$ cat src/rtl/sync_fifo_param.sv
// Parametrised single-clock FIFO with occupancy, threshold flags, sticky errors and optional FWFT read.
// Standard mode: 1-cycle read latency; FWFT: head visible combinationally. Full rejects writes, empty rejects reads.
module sync_fifo_param #(
  parameter int DATA_WIDTH    = 8,
  parameter int DEPTH         = 16,
  parameter int AFULL_THRESH  = 12,
  parameter int AEMPTY_THRESH = 4,
  parameter int FWFT          = 0
) (
  input  logic                      clock,
  input  logic                      reset,
  input  logic                      write_en,
  input  logic [DATA_WIDTH-1:0]     data_in,
  input  logic                      read_en,
  input  logic                      clear_errors,
  output logic [DATA_WIDTH-1:0]     data_out,
  output logic                      data_valid,
  output logic                      fifo_full,
  output logic                      fifo_empty,
  output logic                      almost_full,
  output logic                      almost_empty,
  output logic [$clog2(DEPTH):0]    count,
  output logic                      overflow,
  output logic                      underflow
);

  localparam int ADDR_WIDTH = $clog2(DEPTH);
  localparam logic [ADDR_WIDTH:0] C_DEPTH  = (ADDR_WIDTH+1)'(DEPTH);
  localparam logic [ADDR_WIDTH:0] C_AFULL  = (ADDR_WIDTH+1)'(AFULL_THRESH);
  localparam logic [ADDR_WIDTH:0] C_AEMPTY = (ADDR_WIDTH+1)'(AEMPTY_THRESH);

  logic [DATA_WIDTH-1:0] r_mem [DEPTH];
  logic [ADDR_WIDTH-1:0] r_wr_ptr;
  logic [ADDR_WIDTH-1:0] r_rd_ptr;
  logic [ADDR_WIDTH:0]   r_count;
  logic [ADDR_WIDTH:0]   w_count_nxt;
  logic                  r_full;
  logic                  r_empty;
  logic                  r_afull;
  logic                  r_aempty;
  logic                  r_ovf;
  logic                  r_unf;
  logic                  w_wr_ok;
  logic                  w_rd_ok;

  // Accept decisions use registered flags only, so a write into an empty FIFO cannot be read the same cycle.
  assign w_wr_ok = write_en && !r_full;
  assign w_rd_ok = read_en && !r_empty;

  always_comb begin
    w_count_nxt = r_count;
    if (w_wr_ok && !w_rd_ok) begin
      w_count_nxt = r_count + (ADDR_WIDTH+1)'(1);
    end else if (!w_wr_ok && w_rd_ok) begin
      w_count_nxt = r_count - (ADDR_WIDTH+1)'(1);
    end
  end

  always_ff @(posedge clock or posedge reset) begin
    if (reset) begin
      r_wr_ptr <= '0;
      r_rd_ptr <= '0;
      r_count  <= '0;
      r_full   <= 1'b0;
      r_empty  <= 1'b1;
      r_afull  <= 1'b0;
      r_aempty <= 1'b1;
      r_ovf    <= 1'b0;
      r_unf    <= 1'b0;
    end else begin
      if (w_wr_ok) r_wr_ptr <= r_wr_ptr + ADDR_WIDTH'(1);
      if (w_rd_ok) r_rd_ptr <= r_rd_ptr + ADDR_WIDTH'(1);
      r_count  <= w_count_nxt;
      r_full   <= (w_count_nxt == C_DEPTH);
      r_empty  <= (w_count_nxt == '0);
      r_afull  <= (w_count_nxt >= C_AFULL);
      r_aempty <= (w_count_nxt <= C_AEMPTY);
      // A new error outranks a coincident clear.
      if (write_en && r_full)      r_ovf <= 1'b1;
      else if (clear_errors)       r_ovf <= 1'b0;
      if (read_en && r_empty)      r_unf <= 1'b1;
      else if (clear_errors)       r_unf <= 1'b0;
    end
  end

  always_ff @(posedge clock) begin
    if (w_wr_ok) r_mem[r_wr_ptr] <= data_in;
  end

  generate
    if (FWFT != 0) begin : g_fwft
      // Gate to zero while empty so the unreset storage never leaks onto data_out.
      assign data_out   = r_empty ? '0 : r_mem[r_rd_ptr];
      assign data_valid = !r_empty;
    end else begin : g_std
      logic [DATA_WIDTH-1:0] r_dout;
      logic                  r_dv;
      always_ff @(posedge clock or posedge reset) begin
        if (reset) begin
          r_dout <= '0;
          r_dv   <= 1'b0;
        end else begin
          r_dv <= w_rd_ok;
          if (w_rd_ok) r_dout <= r_mem[r_rd_ptr];
        end
      end
      assign data_out   = r_dout;
      assign data_valid = r_dv;
    end
  endgenerate

  assign fifo_full    = r_full;
  assign fifo_empty   = r_empty;
  assign almost_full  = r_afull;
  assign almost_empty = r_aempty;
  assign count        = r_count;
  assign overflow     = r_ovf;
  assign underflow    = r_unf;

endmodule

$ cat config.mk
export PLATFORM = sky130hd
export DESIGN_NAME = sync_fifo_param
export DESIGN_NICKNAME = d
export VERILOG_FILES = /design/src/rtl/sync_fifo_param.sv
export SDC_FILE = /design/constraint.sdc
export NUM_CORES = 1
export LEC_CHECK = 0
export BUFFER_PORTS_ARGS = -buffer_cell sky130_fd_sc_hd__buf_4
export CORE_MARGIN = 4
export CORE_UTILIZATION = 52
export CTS_CLUSTER_DIAMETER = 120
export DETAILED_ROUTE_END_ITERATION = 8
export PLACE_DENSITY = 0.69
export SYNTH_ARGS = -nofsm -noshare
export SYNTH_HDL_FRONTEND = slang
export SYNTH_SLANG_ARGS = --single-unit
$ cat constraint.sdc
create_clock -name clock -period 2.3 [get_ports clock]
set_input_delay 0.23 -clock clock [delete_from_list [all_inputs] [get_ports clock]]
set_output_delay 0.23 -clock clock [all_outputs]
set_load 0.05 [all_outputs]
Yosys cells after proc, flatten, opt, wreduce, memory -nomap -nowiden
Memories as Yosys holds them, arrays and structs flattened. A register that Yosys moved wholly into a read port is not among the register bits.
Cells that the tools add are included.
Word-level totals
  register bits: 20
  bits in writable memories: 128
  output and inout port bits: 20
  memories kept: 1
Memories
  r_mem: words 16, width 8, read ports 1, clocked after memory_dff 1, write ports 1, RTL line 32  | logic [DATA_WIDTH-1:0] r_mem [DEPTH];
Operators by class
  add/sub/neg operators: 4
  magnitude comparators: 2
  eq/ne operators: 1
  muxes and demuxes: 7
  reductions and logical operators: 13
Operators with widths (count)
  $mux 5: 2
  $add 4x1->4 const B: 2
  $logic_and 1x1->1: 6
  $add 5x1->5 const B: 1
  $eq 5x5->1 const B: 1
  $ge 5x4->1 const B: 1
  $le 5x3->1 const B: 1
  $logic_not 5->1: 1
  $mux 1: 5
  $sub 5x1->5 const B: 1
  $logic_not 1->1: 4
  $reduce_bool 2->1: 2

Logic depth before layout (Yosys ltp)
Gate-level depths: netlist of run 1.
  depth after elaboration: 7
  depth in mapped cells: 8
  mapped depth without buffers: 7

Least setup slack after synthesis of run 1
Ideal clock, no wire load.
  path type: register to register
  start point: register r_empty (netlist: fifo_empty)
  end point: register r_empty (netlist: fifo_empty)
  setup time: 97 ps
  arrival: 1758 ps
  required time: 2203 ps
  path slack: 445 ps
  cell stages (with the launch flop): 7
  path buffers: 0
  cell sequence: dfstp_2 > nand2b_1 > inv_1 > nor2_1 > a22oi_1 > xnor2_1 > nor4_1
On the way
  longest elaborated chain between the ends: 6
RTL lines
  start: declaration: RTL line 38  | logic r_empty;
  start signal: assignment: RTL line 75  | r_empty <= (w_count_nxt == '0);
  $logic_not 1->1 (*): RTL line 48  | assign w_rd_ok = read_en && !r_empty;
  $logic_and 1x1->1 (*): RTL line 48
  $logic_and 1x1->1 or $logic_not 1->1 (tied branches): RTL line 54, 52
  $mux 5 or $logic_and 1x1->1 (tied branches): RTL line 54, 52
  $mux 5 (*): RTL line 52  | if (w_wr_ok && !w_rd_ok) begin
  net w_count_nxt[2]: RTL line 36  | logic [ADDR_WIDTH:0] w_count_nxt;
  $logic_not 5->1 (*): RTL line 75
The timed path passes the listed nets; every way through them passes the cells marked *.
A chain may end at the register's enable or synchronous reset.

==> results of run 1 <==
sequential cells by signal, summed over array words and instances, names as in the netlist:
| signal | count |
|---|---|
| count | 5 |
| overflow | 1 |
| almost_full | 1 |
| data_out | 8 |
| underflow | 1 |
| fifo_empty | 1 |
| r_mem | 128 |
| almost_empty | 1 |
| data_valid | 1 |
| r_rd_ptr | 4 |
| r_wr_ptr | 4 |
| fifo_full | 1 |
stage by stage:
step                      hold slack [ns]  cell area [um^2]
after global placement             0.3703              6700
after detailed placement           0.3587              6700
after global routing              0.02024              7335
after floorplan                    0.2939              6271
after CTS                         0.02421              7335
final                             0.03778              7335
final cells by class:
type / instances / area, um^2
flip-flops and latches: 156 / 4548
fillers: 818 / 4279
multi-input cells: 164 / 1589
clock buffers: 19 / 464.2
repair buffers: 46 / 360.3
well taps: 143 / 178.9
clock inverters: 13 / 160.2
inverters: 9 / 33.78
power by group through the flow:
stage	clock (W)	sequential (W)	combinational [W]
2_1_floorplan	0	0.00432	0.00183
3_3_place_gp	0	0.00392	0.00307
3_5_place_dp	0	0.00394	0.00311
4_1_cts	0.00294	0.00389	0.00314
5_1_grt	0.00308	0.00394	0.00334
6_report	0.00290	0.00388	0.00310
worst paths after layout:
| kind | slack [ns] | start | end | depth (start not counted) |
|---|---|---|---|---|
| setup / recovery | 0.31 | r_rd_ptr[1] | data_out[2] | 6 |
| hold / removal | 0.04 | clear_errors | underflow | 2 |
| setup reg to reg | 0.31 | r_rd_ptr[1] | data_out[2] | 6 |
| hold reg to reg | 0.53 | r_rd_ptr[0] | r_rd_ptr[0] | 1 |
| max in group asynchronous | 1.06 | reset | fifo_empty | 4 |
| min in group asynchronous | 0.49 | reset | data_out[4] | 3 |
cells by family after synthesis:
family | share of synthesized area (%)
compound gates | 3.073
xor+xnor | 1.397
fa+ha+maj | 1.397
buf+inv | 2.155
flops | 72.51
mux | 14.01
simple gates | 5.467
layer usage:
layer | vias to the layer above | GRT usage (%)
met5 | - | 0
met4 | 0 | 7.399
met3 | 18 | 5.046
met2 | 83 | 29.39
met1 | 1633 | 25.81
li1 | 1455 | -
critical path, stage by stage, from the launching register on:
cell and delay [ns]:
dfrtp_2 0.61, buf_4 0.29, mux4_1 0.56, nand2b_1 0.08, nand2_1 0.08, o22ai_1 0.16
a31oi_1 0.06
Yosys cell counts (3+ instances only):
cell type,instances,area share [%]
buf_2,8,0.64
a31oi_1,5,0.50
mux4_1,10,4.2
nand3_1,7,0.56
nor4_1,3,0.30
nand2_1,19,1.1
mux2_2,8,1.4
buf_4,3,0.36
xnor2_1,8,1.1
o22ai_1,9,0.90
nor2_1,5,0.30
o21ai_1,4,0.32
nand2b_1,8,0.80
dfrtp_1,26,10
mux2i_1,12,1.9
ha_1,7,1.4
mux4_2,18,6.5
o21ai_0,10,0.80
edfxtp_1,128,61
and2_1,16,1.6
inv_1,9,0.54
what timing repair did:
action | CTS | global route
buffers inserted | 0 | 0
hold buffers | 1 | 0
gates resized for setup | 0 | 0
hold endpoints to repair | 12 | 0
==> results.toml, run 1 <==
[power]
seqPwrFrac_pct = 39.3
p_leak_nw = 2.645
internal-power_w = 0.006636
sw_frac_of_total_pct = 32.80
p_comb_share_pct = 31.4
power.total_w = 0.009876
ir_drop_mv = 0.8447
p_per_area_nw_per_um2 = 1347
p_switching_w = 0.003240
clkPwrFrac_pct = 29.3

[critical_path]
required_ns = 2.58
path_max_fanout = 13
critPathKind = "register to register"
critPathCaptureType = "register"
worstSetupStartpointType = "register"
arrival_ns = 2.26

[placement]
io_buffers = 32
dp_cells = 517
gp_congestion = 0.8305
post-dp-hpwl_um = 7608
pre_cts_slack_ns = 0.3079

[synth]
synth-main-ff-cell = "edfxtp_1"
yosysSeqAreaShare_pct = 72.51
async_flop_share_pct = 17.95
synth_cell_types = 37
postSynthAreaPerCell_um2 = 18.23
syn-cell-area_um2 = 6271
yosys_warnings = 0
synth_seq_cells = 156
synth_edf_count = 128
synthesis.nets = 364
syn-instance-count = 344

[timing]
fin_skew_ns = 0.008345
rsz0062_at_grt = "no"
setup_viol = 0
slew_headroom_pct = 52.67
final_max_slew_viol_count = 0
finalHoldViolations = 0
tightest_slew_ns = 0.7092
setup-tns-final_ns = 0
fin_crit_sh_pct = 86.44
worst_slack_ns = 0.3119
period_minus_slack_ns = 1.988
max_freq_mhz = 503.0

[final_layout]
utilization_pct = 63.15
syn2layout_area_growth_pct = 16.96
instances_no_fill = 550
final_nets = 414
final_common_cell = "edfxtp_1"
final_cell_mix = "128 x edfxtp_1, 44 x buf_4, 25 x dfrtp_1, 19 x nand2_1"
drive_gt1_share_pct = 26.04
diodes = 0

[routing]
post_drt_wl_per_cell_um = 22.11
wl_met3_um = 629
drc_errors = 0
dr.pass1.iters = 5
vias_per_cell = 5.798
wl_met1_um = 5268
dr_wl_met2_um = 6058
vias = 3189
topRoutingLayerUsed = "met4"
antenna_left = 0
dr.first_iter.drc_count = 290
routed_wl_um = 12160

[run_status]
status = "completed"

[floorplan]
fp.dieW_um = 117.8
die_h_um = 117.8
start_util_pct = 54.00
die-area_um2 = 13880
rows = 39
io-pin-count = 33
core_area_um2 = 11610

[clock_tree]
clock_path_buffers = 2
cts_tree = "done"
cts_made_buffers = 17
clockRootBuffer = "clkbuf_16"
worstSkewPairLatency_ns = 0.42
htree_levels = 4
cts_sinks = 156
path_clk_slew_ns = 0.06

[grt]
grt_pass1_vias = 3427
grt_pass1_wl_um = 19440
grt_antenna_before_repair = 0
grt-ovfl-total = 0
grtUsageTotal_pct = 18.92
grt_max_degree = 32

[hold_path]
hold_class = "input pin to register"

[flow_run]
maxCapViolCount = 0
Note: power is estimated with default switching activity, not from simulation.
==> run 2: changes to the inputs <==
--- a/config.mk
+++ b/config.mk
@@ -7,10 +7,9 @@
 export LEC_CHECK = 0
 export BUFFER_PORTS_ARGS = -buffer_cell sky130_fd_sc_hd__buf_4
 export CORE_MARGIN = 4
-export CORE_UTILIZATION = 52
+export CORE_UTILIZATION = 45
 export CTS_CLUSTER_DIAMETER = 120
 export DETAILED_ROUTE_END_ITERATION = 8
-export PLACE_DENSITY = 0.69
 export SYNTH_ARGS = -nofsm -noshare
 export SYNTH_HDL_FRONTEND = slang
 export SYNTH_SLANG_ARGS = --single-unit
==> run 2 against run 1 <==
  * Total power decreased by 3.5%
  * First-iteration DRC count fell by 42%
  * Largest cell class unchanged
  * Die area up 14%
  * Combinational power up 1%
  * Wire length grew 4.5%
  * Non-clock buffer count up 11
  * Via count is 0.13% lower
  * Count of clock-buffer cells in the layout did not move
  * Clock power decreased by 13%
==> results.toml, run 2 (same netlist as run 1, synthesis figures left out) <==
[clock_tree]
cts_sinks = 156
clockRootBuffer = "clkbuf_16"
worstSkewPairLatency_ns = 0.42
cts_tree = "done"
path_clk_slew_ns = 0.06
cts_made_buffers = 17
htree_levels = 4
clock_path_buffers = 2
cts_setup_buffers = 0

[power]
p_leak_nw = 2.655
power.total_w = 0.009533
ir_drop_mv = 0.6281
p_per_area_nw_per_um2 = 1291

[hold_path]
holdPathStages = 3
whs_endpoint = "underflow"
hp-start = "read_en"
hold_class = "input pin to register"

[grt]
grt_pass1_wl_um = 19750
grt_max_degree = 33
grt_antenna_before_repair = 0
grtUsageTotal_pct = 17.10
grt-ovfl-total = 0
grt_pass1_vias = 3391

[placement]
pre_cts_slack_ns = 0.3459
io_buffers = 32
post-dp-hpwl_um = 8139
gp_congestion = 0.7443

[timing]
fin_crit_sh_pct = 84.86
period_minus_slack_ns = 1.952
worst_slack_ns = 0.3481
max_freq_mhz = 512.3
slew_headroom_pct = 55.34
setup-tns-final_ns = 0
setup_viol = 0
final_max_slew_viol_count = 0
tightest_slew_ns = 0.6691
rsz0062_at_grt = "no"
fin_skew_ns = 0.01370
finalHoldViolations = 0

[routing]
dr.pass1.iters = 5
wl_met3_um = 745
wl_met1_um = 5197
routed_wl_um = 12710
antenna_left = 0
vias_per_cell = 5.362
dr.first_iter.drc_count = 169
post_drt_wl_per_cell_um = 21.39
vias = 3185
dr_wl_met2_um = 6647
topRoutingLayerUsed = "met4"
drc_errors = 0

[critical_path]
critPathKind = "register to register"
worstSetupStartpointType = "register"
worst_r2r_path_depth = 6
reg2reg_to = "fifo_full"
arrival_ns = 2.26
path_max_fanout = 5
critical_path.max_stage_delay_ns = 0.53
crit_family = "simple AND/OR/NAND/NOR gates"
required_ns = 2.60
critPathCaptureType = "register"
path_buf_inv = 1
path_cells = "nand2b_1 > inv_1 > nor2_1 > a22oi_1 > xnor2_1 > nor4_1"
r2r_slack_ns = 0.35
r2r-start = "fifo_empty"
crit_slowest_cell = "dfstp_2"

[floorplan]
die-area_um2 = 15890
start_util_pct = 46.61
rows = 42
io-pin-count = 33
fp.dieW_um = 126.1
core_area_um2 = 13450
die_h_um = 126.1

[final_layout]
final_common_cell = "edfxtp_1"
diodes = 0
syn2layout_area_growth_pct = 17.72
largest_reg_flops = 128
final_nets = 425
regMostFlops = "r_mem"
final_cell_mix = "128 x edfxtp_1, 53 x buf_4, 25 x dfrtp_1, 19 x nand2_1, 18 x mux4_2"
drive_gt1_share_pct = 26.32

[run_status]
status = "completed"

[flow_run]
maxCapViolCount = 0
## run 2: changes by cell type in the layout (fill, tap and decap cells not counted), moves of 2 or more
cell / before / now
buf_4: 44 / 53
bufinv_16: 3 / 1
clkbuf_1: 0 / 2
clkinv_1: 0 / 4
inv_6: 3 / 1
## run 2: worst register-to-register path, stage by stage (launching register included)
cell and delay, ns:
dfstp_2 0.53, nand2b_1 0.21, inv_1 0.12, nor2_1 0.28
a22oi_1 0.16, xnor2_1 0.22, nor4_1 0.32
## run 2: where the power goes
| group | internal (W) | switching (W) | total, W |
|---|---|---|---|
| clock | 0.00147 | 0.00105 | 0.00251 |
| sequential | 0.00353 | 0.000347 | 0.00388 |
| combinational | 0.00134 | 0.00180 | 0.00314 |
| total | 0.00634 | 0.00319 | 0.00953 |
## run 2: metrics by stage
stage | utilization (%) | instance area [um^2] | instances | hold slack [ns]
final | 54.87 | 7382 | 594 | 0.05229
after floorplan | - | 6271 | 344 | 0.2939
after CTS | 54.87 | 7382 | 594 | 0.03129
after global placement | 50.76 | 6829 | 560 | 0.3563
after global routing | 54.87 | 7382 | 594 | 0.05586
after detailed placement | 50.76 | 6829 | 560 | 0.3646
## run 2: what timing repair did
item | 4_1_cts | 5_1_grt
resized for setup | 0 | 0
hold buffers | 2 | 0
endpoints found under the setup margin | 0 | 0
hold endpoints to repair | 15 | 0
## run 2: routing by layer
metal  GRT usage [%]  up-vias
met3           4.318        6
li1                -     1477
met2           28.67       76
met1           21.67     1626
met4           6.246        0
met5               0        -
## run 2: cell type report
class / instances / area, um^2
Fill cell: 1100 / 6071
Sequential cell: 156 / 4548
Multi-Input combinational cell: 164 / 1589
Timing Repair Buffer: 57 / 457.9
Clock buffer: 19 / 432.9
Tap cell: 176 / 220.2
Clock inverter: 13 / 100.1
Inverter: 9 / 33.78
## run 2: how the worst max path moves through the flow
stage | depth (start not counted) | start | end
finish | 6 | fifo_empty | fifo_full
global route | 6 | fifo_empty | fifo_empty
CTS | 6 | fifo_empty | fifo_full
detailed placement | 6 | fifo_empty | fifo_full
global placement | 4 | r_rd_ptr[1] | data_out[4]
floorplan | 6 | fifo_empty | fifo_empty
==> run 3: changes to the inputs <==
--- a/config.mk
+++ b/config.mk
@@ -5,6 +5,7 @@
 export SDC_FILE = /design/constraint.sdc
 export NUM_CORES = 1
 export LEC_CHECK = 0
+export ABC_AREA = 1
 export BUFFER_PORTS_ARGS = -buffer_cell sky130_fd_sc_hd__buf_4
 export CORE_MARGIN = 4
 export CORE_UTILIZATION = 45
==> constraint.sdc (replaced) <==
create_clock -name clock -period 1.9 [get_ports clock]
set_input_delay 0.19 -clock clock [delete_from_list [all_inputs] [get_ports clock]]
set_output_delay 0.19 -clock clock [all_outputs]
set_load 0.05 [all_outputs]
==> run 3 against run 2 <==
  * Cell count is 41% higher
  * Total power is 32% higher
  * Largest power group unchanged
  * Register-to-register slack worse by 0.08 ns
  * Clock skew is 0.0050 ns lower
  * Sequential power is 18% higher
  * First-iteration DRC count is 120% higher
  * Combinational power is 42% higher
  * Sequential share of layout area is 2.6 points lower
  * Area after synthesis is 4.9% higher
==> results.toml, run 3 <==
[timing]
tightest_slew_ns = 0.4992
final_max_slew_viol_count = 0
period_minus_slack_ns = 1.631
holdWs_ns = 0.07342
setup_viol = 0
fin_skew_ns = 0.008699
max_freq_mhz = 613.1
setup-tns-final_ns = 0
slew_headroom_pct = 66.72
fin_crit_sh_pct = 85.85
finalHoldViolations = 0
rsz0062_at_grt = "no"

[routing]
routed_wl_um = 15930
drc_errors = 0
post_drt_wl_per_cell_um = 18.99
antenna_left = 0
dr.first_iter.drc_count = 378
vias_per_cell = 5.191
vias = 4355
dr.pass1.iters = 6

[grt]
grt_busiest_layer = "met2"
use_met3_pct = 5.272
globalRouteMet2Util_pct = 32.38
grt_pass1_vias = 4208
grt_pass1_wl_um = 24630
grtUsageTotal_pct = 20.41
grt_antenna_before_repair = 0
grt-ovfl-total = 0
met1_usage_pct = 27.36
grt_max_degree = 49

[floorplan]
die_h_um = 128.9
start_util_pct = 46.65
io-pin-count = 33
core_area_um2 = 14100
die-area_um2 = 16610
fp.dieW_um = 128.9
rows = 43

[power]
power.total_w = 0.01254
ir_drop_mv = 0.7073
p_per_area_nw_per_um2 = 1628
p_leak_nw = 3.141

[final_layout]
drive_gt1_share_pct = 16.24
regMostFlops = "r_mem"
largest_reg_flops = 128
syn2layout_area_growth_pct = 17.16
final_common_cell = "nand2_1"
final_cell_mix = "229 x nand2_1, 128 x edfxtp_1, 93 x nand3_1, 54 x buf_4, 25 x dfrtp_1"
diodes = 0
final_nets = 666
utilization_pct = 54.66

[clock_tree]
cts_sinks = 156
clock_path_buffers = 2
worstSkewPairLatency_ns = 0.43
cts_setup_buffers = 0
cts_made_buffers = 17
path_clk_slew_ns = 0.06
clockRootBuffer = "clkbuf_16"
cts-resized-gates = 0
htree_levels = 4
holdBufCountCts = 2
cts_tree = "done"

[critical_path]
critical_path.max_stage_delay_ns = 0.42
path_max_fanout = 11
r2r-start = "fifo_full"
reg2reg_to = "r_mem[8][1]"
crit_slowest_cell = "dfrtp_1"
critPathKind = "register to register"
r2r_slack_ns = 0.27
worst_r2r_path_depth = 4
critPathCaptureType = "register"
required_ns = 2.03
path_cells = "nor2_4 > nand2_1 > nor2_1 > buf_4"
arrival_ns = 1.76
worstSetupStartpointType = "register"

[synth]
synthTopCellsByCount = "229 x nand2_1, 128 x edfxtp_1, 93 x nand3_1"
async_flop_share_pct = 17.95
synth_top_area_share_pct = 58.45
synth_seq_cells = 156
synth-adder-area-share_pct = 1.332
yosysTopAreaCell = "edfxtp_1"
yosysMostFrequentCell = "nand2_1"
synth-main-ff-cell = "edfxtp_1"
yosys_warnings = 0
postSynthAreaPerCell_um2 = 11.07
syn-cell-area_um2 = 6576
synthesis.nets = 614
syn-instance-count = 594
synth_mux_area_share_pct = 0
synth_top_family_by_area = "simple AND/OR/NAND/NOR gates"
synth.area.top_cells = "edfxtp_1 58%, nand2_1 13%, dfrtp_1 9.9%"
synth_simple_gate_area_share_pct = 23.34
yosysSeqAreaShare_pct = 69.14
synth_edf_count = 128
synth_compound_area_share_pct = 1.027
synth_cell_types = 24
synth-xor-area-share_pct = 1.065

[placement]
gp_congestion = 0.9237
post-dp-hpwl_um = 10820
io_buffers = 32

[hold_path]
hold_class = "input pin to register"
whs_endpoint = "overflow"
hp-start = "write_en"
holdPathStages = 3

[flow_run]
maxCapViolCount = 0

[run_status]
status = "completed"
## run 3: cell count changes after synthesis, moves of 12 or more
cell / before / now
nand2_1: 19 / 229
and2_1: 16 / 0
mux4_2: 18 / 0
mux2i_1: 12 / 0
nor2_1: 5 / 22
nand3_1: 7 / 93
## run 3: logic make-up (layout without fill, tap and decap cells)
| logic type | count (synthesis) | in the layout |
|---|---|---|
| buf+inv | 51 | 116 |
| fa+ha+maj | 7 | 7 |
| flops | 156 | 156 |
| xor+xnor | 8 | 8 |
| simple gates | 359 | 359 |
| compound gates | 13 | 13 |
## run 3: routing by layer
metal | wire length (um) | share of wire, % | vias to the layer above
li1 | - | - | 2111
met1 | 6813 | 43 | 2089
met2 | 7727 | 48 | 137
met3 | 1105 | 6.9 | 18
met4 | 288 | 1.8 | 0
met5 | 0 | 0 | -
## run 3: per-stage QoR
stage               setup slack, ns  area (um^2)  instances
floorplan                    0.1161         6576        594
global placement             0.2872         7077        805
detailed placement           0.2931         7077        805
CTS                          0.2740         7705        839
global route                 0.1508         7705        839
finish                       0.2689         7705        839
## run 3: power by group
part           internal, W  switching, W  leakage [nW]
Combinational      0.00132       0.00314          1.35
Clock              0.00218       0.00131         0.300
Sequential         0.00424      0.000345          1.49
## run 3: cell type report
| type | instances | area [um^2] |
|---|---|---|
| fillers | 1246 | 6391 |
| flip-flops and latches | 156 | 4548 |
| multi-input cells | 387 | 1760 |
| repair buffers | 58 | 465.4 |
| clock buffers | 19 | 432.9 |
| well taps | 180 | 225.2 |
| clock inverters | 13 | 175.2 |
| inverters | 26 | 97.59 |
## run 3: how the worst max path moves through the flow
stage,start,slack (ns),end
6_report,fifo_full,0.27,r_mem[8][1]
5_1_grt,r_rd_ptr[2],0.15,data_out[7]
4_1_cts,fifo_full,0.27,r_mem[12][1]
3_5_place_dp,fifo_full,0.29,r_mem[12][1]
3_3_place_gp,fifo_full,0.29,r_mem[12][1]
2_1_floorplan,fifo_full,0.12,r_mem[11][0]
## run 3: worst max-delay path: cells and delay by family, from the launching register on
kind	cells	cell delay, ns
AND/OR/NAND/NOR	3	0.72
flip-flops	1	0.42
buffers and inverters	1	0.19
